<file path="config.mk">
export PLATFORM = sky130hd
export DESIGN_NAME = avg_threshold_detector
export DESIGN_NICKNAME = d
export VERILOG_FILES = /design/src/rtl/avg_det_pkg.sv /design/src/rtl/avg_det_qual_counter.sv /design/src/rtl/avg_threshold_detector.sv
export SDC_FILE = /design/constraint.sdc
export NUM_CORES = 1
export LEC_CHECK = 0
export CORE_MARGIN = 1.5
export CORE_UTILIZATION = 40
export DETAILED_ROUTE_END_ITERATION = 8
export GPL_ROUTABILITY_DRIVEN = 0
export GPL_TIMING_DRIVEN = 1
export PLACE_DENSITY = 0.76
export SETUP_SLACK_MARGIN = 0.4
export SKIP_CTS_REPAIR_TIMING = 1
export SYNTH_ARGS = -nofsm -noshare
export SYNTH_HDL_FRONTEND = slang
export SYNTH_SLANG_ARGS = --single-unit
</file>
<file path="constraint.sdc">
create_clock -name clk -period 3.2 [get_ports clk]
set_clock_uncertainty 0.15 [all_clocks]
set_input_delay 0.64 -clock clk [delete_from_list [all_inputs] [get_ports clk]]
set_output_delay 0.64 -clock clk [all_outputs]
set_load 0.1 [all_outputs]
</file>
<file path="src/rtl/avg_det_pkg.sv">
// avg_det_pkg: shared types and sizing for avg_threshold_detector.
// Optional macro AVG_DET_PEAK_EN adds a peak field to the event payload.
// The event struct is sized from the package widths below; a top instance
// that overrides DATA_WIDTH/CNT_WIDTH must see matching package values.
package avg_det_pkg;

    localparam int DATA_WIDTH  = 8;
    localparam int HOLD_CYCLES = 4;
    localparam int CNT_WIDTH   = 16;

    // Wide enough to hold the saturated value HOLD_CYCLES itself.
    localparam int QUAL_CNT_W  = $clog2(HOLD_CYCLES + 1);

    typedef enum logic [1:0] {
        LOW      = 2'd0,
        ARM_HIGH = 2'd1,
        HIGH     = 2'd2,
        ARM_LOW  = 2'd3
    } det_state_e;

    typedef struct packed {
        logic                  rise;
        logic [CNT_WIDTH-1:0]  stamp;
`ifdef AVG_DET_PEAK_EN
        logic [DATA_WIDTH-1:0] peak;
`endif
    } det_evt_t;

    // Qualification-counter width for an arbitrary hold length.
    function automatic int qual_cnt_w(input int hold);
        return $clog2(hold + 1);
    endfunction

endpackage

</file>
<file path="src/rtl/avg_det_qual_counter.sv">
// avg_det_qual_counter: saturating count of consecutive qualifying samples.
// done is combinational: it flags that the current increment is the one
// that reaches HOLD_CYCLES, so the caller can confirm in the same cycle.
module avg_det_qual_counter #(
    parameter int HOLD_CYCLES = 4,
    parameter int CW          = $clog2(HOLD_CYCLES + 1)
) (
    input  logic clk,
    input  logic rst,
    input  logic clr,
    input  logic inc,
    output logic done
);

    logic [CW-1:0] count_d, count_q;

    assign done = inc && (count_q == CW'(HOLD_CYCLES - 1));

    // Clear wins over increment; saturate at HOLD_CYCLES.
    always_comb begin
        count_d = count_q;
        if (clr)
            count_d = '0;
        else if (inc && (count_q != CW'(HOLD_CYCLES)))
            count_d = count_q + 1'b1;
    end

    // Counter register with synchronous reset.
    always_ff @(posedge clk) begin
        if (rst) count_q <= '0;
        else     count_q <= count_d;
    end

endmodule

</file>
<file path="src/rtl/avg_threshold_detector.sv">
// avg_threshold_detector: hysteresis level detector with hold-off and a
// single-entry timestamped event output (valid/ready, sticky overflow).
// Optional macro AVG_DET_PEAK_EN adds evt_peak: the maximum sample seen
// from entry into ARM_HIGH through the confirming fall sample.
module avg_threshold_detector
    import avg_det_pkg::*;
#(
    parameter int DATA_WIDTH  = avg_det_pkg::DATA_WIDTH,
    parameter int HOLD_CYCLES = avg_det_pkg::HOLD_CYCLES,
    parameter int CNT_WIDTH   = avg_det_pkg::CNT_WIDTH
) (
    input  logic                  clk,
    input  logic                  rst,
    input  logic [DATA_WIDTH-1:0] data_in,
    input  logic                  in_valid,
    input  logic [DATA_WIDTH-1:0] thr_high,
    input  logic [DATA_WIDTH-1:0] thr_low,
    output logic                  level,
    output logic                  evt_valid,
    input  logic                  evt_ready,
    output logic                  evt_rise,
    output logic [CNT_WIDTH-1:0]  evt_stamp,
`ifdef AVG_DET_PEAK_EN
    output logic [DATA_WIDTH-1:0] evt_peak,
`endif
    output logic                  overflow,
    input  logic                  ovf_clr
);

    localparam int QW = qual_cnt_w(HOLD_CYCLES);

    det_state_e             state_d, state_q;
    logic                   level_d, level_q;
    logic                   evt_valid_d, evt_valid_q;
    det_evt_t               evt_d, evt_q;
    logic                   ovf_d, ovf_q;
    logic [CNT_WIDTH-1:0]   idx_d, idx_q;

    logic q_hi, q_lo, rising_side, qual, q_inc, q_clr, q_done;
    logic pop, fire, drop;

`ifdef AVG_DET_PEAK_EN
    logic [DATA_WIDTH-1:0]  peak_d, peak_q, peak_max;
`endif

    assign q_hi        = (data_in >= thr_high);
    assign q_lo        = (data_in <= thr_low);
    assign rising_side = (state_q == LOW) || (state_q == ARM_HIGH);
    assign qual        = rising_side ? q_hi : q_lo;
    assign q_inc       = in_valid && qual;
    assign q_clr       = in_valid && (!qual || q_done);
    assign fire        = q_done;
    assign pop         = evt_valid_q && evt_ready;
    assign drop        = fire && evt_valid_q && !evt_ready;

    avg_det_qual_counter #(
        .HOLD_CYCLES (HOLD_CYCLES),
        .CW          (QW)
    ) u_qual (
        .clk  (clk),
        .rst  (rst),
        .clr  (q_clr),
        .inc  (q_inc),
        .done (q_done)
    );

    // Next state: only accepted samples move the FSM; a miss aborts the arm.
    always_comb begin
        state_d = state_q;
        if (in_valid) begin
            case (state_q)
                LOW, ARM_HIGH: state_d = !q_hi ? LOW  : (q_done ? HIGH : ARM_HIGH);
                HIGH, ARM_LOW: state_d = !q_lo ? HIGH : (q_done ? LOW  : ARM_LOW);
                default:       state_d = LOW;
            endcase
        end
        level_d = (state_d == HIGH) || (state_d == ARM_LOW);
        idx_d   = in_valid ? idx_q + 1'b1 : idx_q;
    end

`ifdef AVG_DET_PEAK_EN
    assign peak_max = (data_in > peak_q) ? data_in : peak_q;

    // Peak tracking: start on arm-high, clear on abort or fall confirmation.
    always_comb begin
        peak_d = peak_q;
        if (in_valid) begin
            if (rising_side) peak_d = q_hi ? peak_max : '0;
            else             peak_d = (q_lo && q_done) ? '0 : peak_max;
        end
    end
`endif

    // Event slot: load on fire unless occupied and not draining; else pop.
    always_comb begin
        evt_valid_d = evt_valid_q;
        evt_d       = evt_q;
        if (fire && !drop) begin
            evt_valid_d = 1'b1;
            evt_d.rise  = rising_side;
            evt_d.stamp = idx_q;
`ifdef AVG_DET_PEAK_EN
            evt_d.peak  = rising_side ? '0 : peak_max;
`endif
        end else if (pop) begin
            evt_valid_d = 1'b0;
        end
        ovf_d = drop ? 1'b1 : (ovf_clr ? 1'b0 : ovf_q);
    end

    // State registers; reset discards any pending event.
    always_ff @(posedge clk) begin
        if (rst) begin
            state_q     <= LOW;
            level_q     <= 1'b0;
            evt_valid_q <= 1'b0;
            evt_q       <= '0;
            ovf_q       <= 1'b0;
            idx_q       <= '0;
        end else begin
            state_q     <= state_d;
            level_q     <= level_d;
            evt_valid_q <= evt_valid_d;
            evt_q       <= evt_d;
            ovf_q       <= ovf_d;
            idx_q       <= idx_d;
        end
    end

`ifdef AVG_DET_PEAK_EN
    // Peak register.
    always_ff @(posedge clk) begin
        if (rst) peak_q <= '0;
        else     peak_q <= peak_d;
    end
    assign evt_peak = evt_q.peak;
`endif

    assign level     = level_q;
    assign evt_valid = evt_valid_q;
    assign evt_rise  = evt_q.rise;
    assign evt_stamp = evt_q.stamp;
    assign overflow  = ovf_q;

endmodule

</file>
==> flow_summary.json, run 1 <==
{
  "h-tree-depth": 2,
  "min_path_cells": 2,
  "io_pins": 49,
  "power.total_mw": 1.21,
  "antenna_found_initial": 0,
  "crit_slowest_cell": "clkdlybuf4s50_1",
  "required_ps": 3270,
  "numCtsBuffers": 5,
  "synth_seq_cells": 40,
  "end_kind": "flip-flop",
  "initial_core_util_pct": 41.1,
  "syn_inst": 251,
  "hold_viol_final": 0,
  "syn-num-nets": 300,
  "p_per_area_mw_per_mm2": 411,
  "preCtsSetupSlack_ps": 27.5,
  "die_x_um": 77.8,
  "num_vias": 1824,
  "ctsRootBufferMaster": "clkbuf_8",
  "synth_area_mm2": 0.00224,
  "drc": 0,
  "max_freq_ghz": 0.365,
  "reg2reg_depth": 6,
  "rr_startpoint": "u_qual.count_q[1]",
  "startpoint_type": "input port",
  "die_h_um": 77.8,
  "diodes": 0,
  "status": "finished clean",
  "ys_types": 36,
  "regArea_um2": 801,
  "maxSlewHeadroom_pct": 70.1,
  "slowest_delay_ps": 470,
  "utilization_pct": 54.0,
  "rsz0062_at_grt": "true",
  "fin_crit_sh_pct": 85.6,
  "die-area_mm2": 0.00605,
  "holdCritStartpoint": "evt_stamp[4]",
  "timing.reg2reg.setup_slack_ps": 1270,
  "rows": 27,
  "grt_pass1_vias": 1788,
  "cp_cell_sequence": "clkdlybuf4s50_1, inv_1, ha_1, and4_1, and3b_1, a32o_2, buf_4, or3_1, o31ai_1",
  "drtIter0Drc": 100,
  "cts_sinks": 40,
  "timing.setup.critical_path_class": "in2reg",
  "crit_fanout": 4,
  "grt_start_max_net_pins": 57,
  "instances_no_fill": 373,
  "slew_viol_final": 0,
  "core_mm2": 0.00544,
  "setup_viol": 0,
  "final_cell_mix": "dfxtp_1, nand2b_1, clkdlybuf4s50_1",
  "yosysWarnings": 0,
  "fin_area_mm2": 0.00294,
  "track_usage_pct": 15.9,
  "timing.rr.end": "evt_stamp[9]",
  "dp_hpwl_um": 3370,
  "timing.final.ws_setup_ps": 460,
  "drive_gt1_share_pct": 15.0,
  "fin_tns_setup_ps": 0,
  "multiInputGateArea_mm2": 0.00134,
  "holdPathEnd": "evt_stamp[4]",
  "synth.avg_cell_area_um2": 8.91,
  "layout_commonest_cell": "dfxtp_1",
  "vias_per_cell": 4.89,
  "holdWs_ps": 324,
  "p_leak_nw": 1.21,
  "final_nets": 349,
  "peakVddDrop_mv": 0.249,
  "routed_wl_um": 4510,
  "clk_pin_slew_ps": 80,
  "worstPathArrival_ps": 2810,
  "cts_tree": "yes",
  "min_path_type": "reg2reg",
  "clockBufferDepth": 2,
  "ant_nets": 0,
  "place_inst": 365,
  "finalCriticalPeriod_ps": 2740,
  "routedWlPerCell_um": 12.1,
  "placed_cell_area_mm2": 0.00275,
  "max_slew.worst_pin.slew_ps": 448,
  "area_growth_pct": 31.2,
  "clk_latency_ps": 300,
  "io_buffers": 48,
  "overflow": 0,
  "drv_cap": 0,
  "firstDrtPassIters": 5,
  "grt_pass1_wl_um": 7760,
  "yosysSeqAreaShare_pct": 35.8,
  "fillers": 511
}
==> kinds of logic (layout without fill, tap and decap cells) <==
family / Yosys count / in the layout / share of synthesized area [%]
buf+inv: 32 / 82 / 5.59
mux: 18 / 18 / 8.11
compound gates: 30 / 30 / 8.78
flops: 40 / 40 / 35.8
fa+ha+maj: 20 / 20 / 11.2
simple gates: 99 / 99 / 25.8
xor+xnor: 12 / 12 / 4.70
==> cells in the mapped netlist <==
library cell | number | share of area, %
mux2_2 | 1 | 0.50
nand4_1 | 8 | 2.2
nor2_1 | 17 | 2.9
a21oi_1 | 11 | 2.5
a211o_1 | 2 | 0.78
o21ai_0 | 6 | 1.3
nand2b_1 | 37 | 10
buf_4 | 1 | 0.34
ha_1 | 20 | 11
nor2b_1 | 3 | 0.84
a31o_2 | 1 | 0.39
nor4_4 | 1 | 0.95
nor3b_1 | 2 | 0.67
nand3_1 | 6 | 1.3
dfxtp_1 | 40 | 36
a32o_2 | 1 | 0.50
or3_1 | 4 | 1.1
and3_1 | 3 | 0.84
clkbuf_1 | 8 | 1.3
buf_1 | 1 | 0.17
or3b_2 | 1 | 0.39
and4_1 | 4 | 1.6
o31ai_1 | 1 | 0.34
inv_1 | 21 | 3.5
xnor2_1 | 3 | 1.2
a211oi_1 | 4 | 1.3
mux2i_1 | 17 | 7.6
a211oi_2 | 1 | 0.56
and3b_1 | 1 | 0.39
o21bai_1 | 2 | 0.67
xor2_1 | 9 | 3.5
or2_2 | 1 | 0.28
nand2_1 | 10 | 1.7
or4_1 | 1 | 0.34
o221ai_1 | 1 | 0.39
buf_2 | 1 | 0.22
==> worst max-delay path by stage <==
stage          slack (ps)             to  depth (start not counted)  startpoint
3_5_place_dp           30  evt_stamp[12]                          8  thr_low[5]
6_report              460       overflow                          9  data_in[0]
2_1_floorplan         600  evt_stamp[11]                          8  thr_low[3]
3_3_place_gp           60  evt_stamp[11]                          8  thr_low[3]
5_1_grt               370   evt_stamp[7]                          9  thr_low[2]
4_1_cts               330   evt_stamp[9]                          9  thr_low[5]
==> state kept, by name, indices dropped and copies added (netlist names) <==
signal,cells
evt_stamp,16
idx_q,16
u_qual.count_q,3
evt_rise,1
evt_valid,1
level,1
overflow,1
state_q,1
==> layer usage <==
metal,global-route usage (%),vias to the layer above,share of wire [%]
li1,-,946,-
met1,20.7,821,48
met2,24.4,43,46
met3,2.94,14,3.9
met4,9.27,0,2.9
met5,0,-,0
==> cell type report <==
cell class,count,area share (%)
Sequential cell,40,27.3
Inverter,21,2.69
Timing Repair Buffer,53,16.1
Multi-Input combinational cell,179,45.5
Tap cell,72,3.07
Clock buffer,5,2.34
Clock inverter,3,3.07
==> power by group <==
| group | leakage [nW] | switching, mW | internal, mW |
|---|---|---|---|
| logic | 0.810 | 0.0583 | 0.0715 |
| clock network | 0.0784 | 0.181 | 0.390 |
| registers | 0.323 | 0.00470 | 0.502 |
| total | 1.21 | 0.244 | 0.963 |
==> worst max-delay path, delay by kind of cell <==
family                   cells  cell delay (ps)
AND/OR/NAND/NOR              3              760
buffers and inverters        3              680
adder cells (fa/ha/maj)      1              280
AO/OA/AOI/OAI                2              450
No activity file was read; power rests on OpenSTA's default activity.
==> inputs of run 2 (changes only) <==
--- a/config.mk
+++ b/config.mk
@@ -6,11 +6,12 @@
 export NUM_CORES = 1
 export LEC_CHECK = 0
 export CORE_MARGIN = 1.5
-export CORE_UTILIZATION = 40
+export CORE_UTILIZATION = 50
 export DETAILED_ROUTE_END_ITERATION = 8
+export DONT_BUFFER_PORTS = 1
 export GPL_ROUTABILITY_DRIVEN = 0
 export GPL_TIMING_DRIVEN = 1
-export PLACE_DENSITY = 0.76
+export PLACE_DENSITY = 0.75
 export SETUP_SLACK_MARGIN = 0.4
 export SKIP_CTS_REPAIR_TIMING = 1
 export SYNTH_ARGS = -nofsm -noshare
==> run 2 against run 1 <==
  * Cell area down 20%
  * Hold slack worse by 57 ps
  * Sequential power about the same
  * Clock power down 41%
  * Final cell count down 19%
  * Register-to-register slack worse by 30 ps
  * Critical endpoint is now evt_stamp[13]
==> flow_summary.json, run 2 (synthesized netlist as in run 1, its figures left out) <==
{
  "placed_cell_area_mm2": 0.00227,
  "max_freq_ghz": 0.406,
  "pwr-share-comb_pct": 8.0,
  "finalCriticalPeriod_ps": 2460,
  "cts_sinks": 40,
  "worstPathArrival_ps": 2480,
  "cp.depth": 7,
  "seq_power_share_pct": 55.2,
  "h-tree-depth": 2,
  "drtIter0Drc": 88,
  "required_ps": 3220,
  "fin_crit_sh_pct": 76.9,
  "clockBufferDepth": 2,
  "status": "finished clean",
  "reg2reg_depth": 4,
  "preCtsSetupSlack_ps": 430,
  "fillers": 406,
  "dp_hpwl_um": 2910,
  "p_clk_share_pct": 36.8,
  "die_x_um": 69.9,
  "firstDrtPassIters": 4,
  "switching_power_uw": 203,
  "timing.rr.end": "evt_stamp[13]",
  "clk_latency_ps": 290,
  "slew_viol_final": 0,
  "grt_pass1_vias": 1574,
  "startpoint_type": "input port",
  "diodes": 0,
  "cp-startpoint": "thr_low[7]",
  "routed_wl_um": 3910,
  "maxSlewHeadroom_pct": 32.9,
  "setup_viol": 0,
  "die_h_um": 69.9,
  "timing.final.ws_setup_ps": 739,
  "antenna_found_initial": 0,
  "ant_nets": 0,
  "vias_per_cell": 5.43,
  "path_buf_inv": 1,
  "num_vias": 1641,
  "final_nets": 298,
  "timing.reg2reg.setup_slack_ps": 1240,
  "crit_end": "evt_stamp[13]",
  "min_path_type": "in2reg",
  "slowest_delay_ps": 670,
  "clk_pin_slew_ps": 80,
  "core_mm2": 0.00432,
  "overflow": 0,
  "rr_startpoint": "state_q[1]",
  "die-area_mm2": 0.00488,
  "numCtsBuffers": 5,
  "cp_cell_sequence": "inv_1, ha_1, and4_1, and3b_1, a32o_2, or4_1, mux2i_1",
  "crit_fanout": 6,
  "peakVddDrop_mv": 0.203,
  "p_leak_nw": 0.936,
  "area_growth_pct": 5.54,
  "utilization_pct": 54.6,
  "cts_tree": "yes",
  "cp_top_family": "simple AND/OR/NAND/NOR gates",
  "fin_area_mm2": 0.00236,
  "grt_start_max_net_pins": 57,
  "end_kind": "flip-flop",
  "intPower_uw": 715,
  "max_slew.worst_pin.slew_ps": 1010,
  "initial_core_util_pct": 51.7,
  "hold_viol_final": 0,
  "timing.setup.critical_path_class": "in2reg",
  "rows": 24,
  "final_cell_mix": "dfxtp_1, nand2b_1, inv_1",
  "p_sw_share_pct": 22.1,
  "grt_pass1_wl_um": 6880,
  "drive_gt1_share_pct": 6.00,
  "track_usage_pct": 17.2,
  "drv_cap": 0,
  "drc": 0,
  "io_pins": 49,
  "crit_slowest_cell": "or4_1",
  "io_buffers": 0,
  "ctsRootBufferMaster": "clkbuf_8",
  "layout_commonest_cell": "dfxtp_1",
  "fin_tns_setup_ps": 0,
  "p_per_area_mw_per_mm2": 389,
  "routedWlPerCell_um": 13.0,
  "rsz0062_at_grt": "false"
}
## run 2: cell count changes in the layout (fill, tap and decap cells not counted), sizes merged
cell and change:
buf -23, bufinv -3, clkbuf +3, clkdlybuf4s50 -28
## run 2: worst min path at each step
stage               startpoint       endpoint  slack (ps)  cells past startpoint
global route               rst       idx_q[9]         250                      1
finish                     rst       idx_q[9]         270                      1
floorplan            idx_q[15]  evt_stamp[15]         310                      2
CTS                        rst       idx_q[9]         260                      1
global placement      idx_q[9]       idx_q[9]         330                      2
detailed placement    idx_q[9]       idx_q[9]         350                      2
## run 2: power groups by stage
stage               Sequential (mW)  Combinational, mW  Clock [mW]
CTS                           0.507             0.0744       0.351
global placement              0.518             0.0709           0
finish                        0.507             0.0733       0.338
global route                  0.507             0.0851       0.372
floorplan                     0.517             0.0689           0
detailed placement            0.518             0.0740           0
## run 2: final cells by class
type | instances | area (um^2) | area share, %
Tap cell | 52 | 65.1 | 2.76
Timing Repair Buffer | 2 | 15.0 | 0.636
Clock buffer | 8 | 90.1 | 3.82
Sequential cell | 40 | 801 | 33.9
Inverter | 21 | 78.8 | 3.34
Multi-Input combinational cell | 179 | 1310 | 55.5
## run 2: per-stage QoR
| stage | total power, mW | hold WS [ps] | std cells |
|---|---|---|---|
| after floorplan | 0.586 | 314 | 251 |
| after global placement | 0.589 | 331 | 294 |
| after detailed placement | 0.592 | 345 | 294 |
| after CTS | 0.932 | 255 | 302 |
| after global routing | 0.964 | 246 | 302 |
| final | 0.918 | 268 | 302 |
## run 2: metal layers
metal  vias up  share of wire, %  wire length (um)  track usage [%]
met4         0              0.82                32             5.13
li1        860                 -                 -                -
met1       751                50              1940             21.8
met3         4               5.6               219             6.49
met5         -                 0                 0                0
met2        26                44              1720             27.2
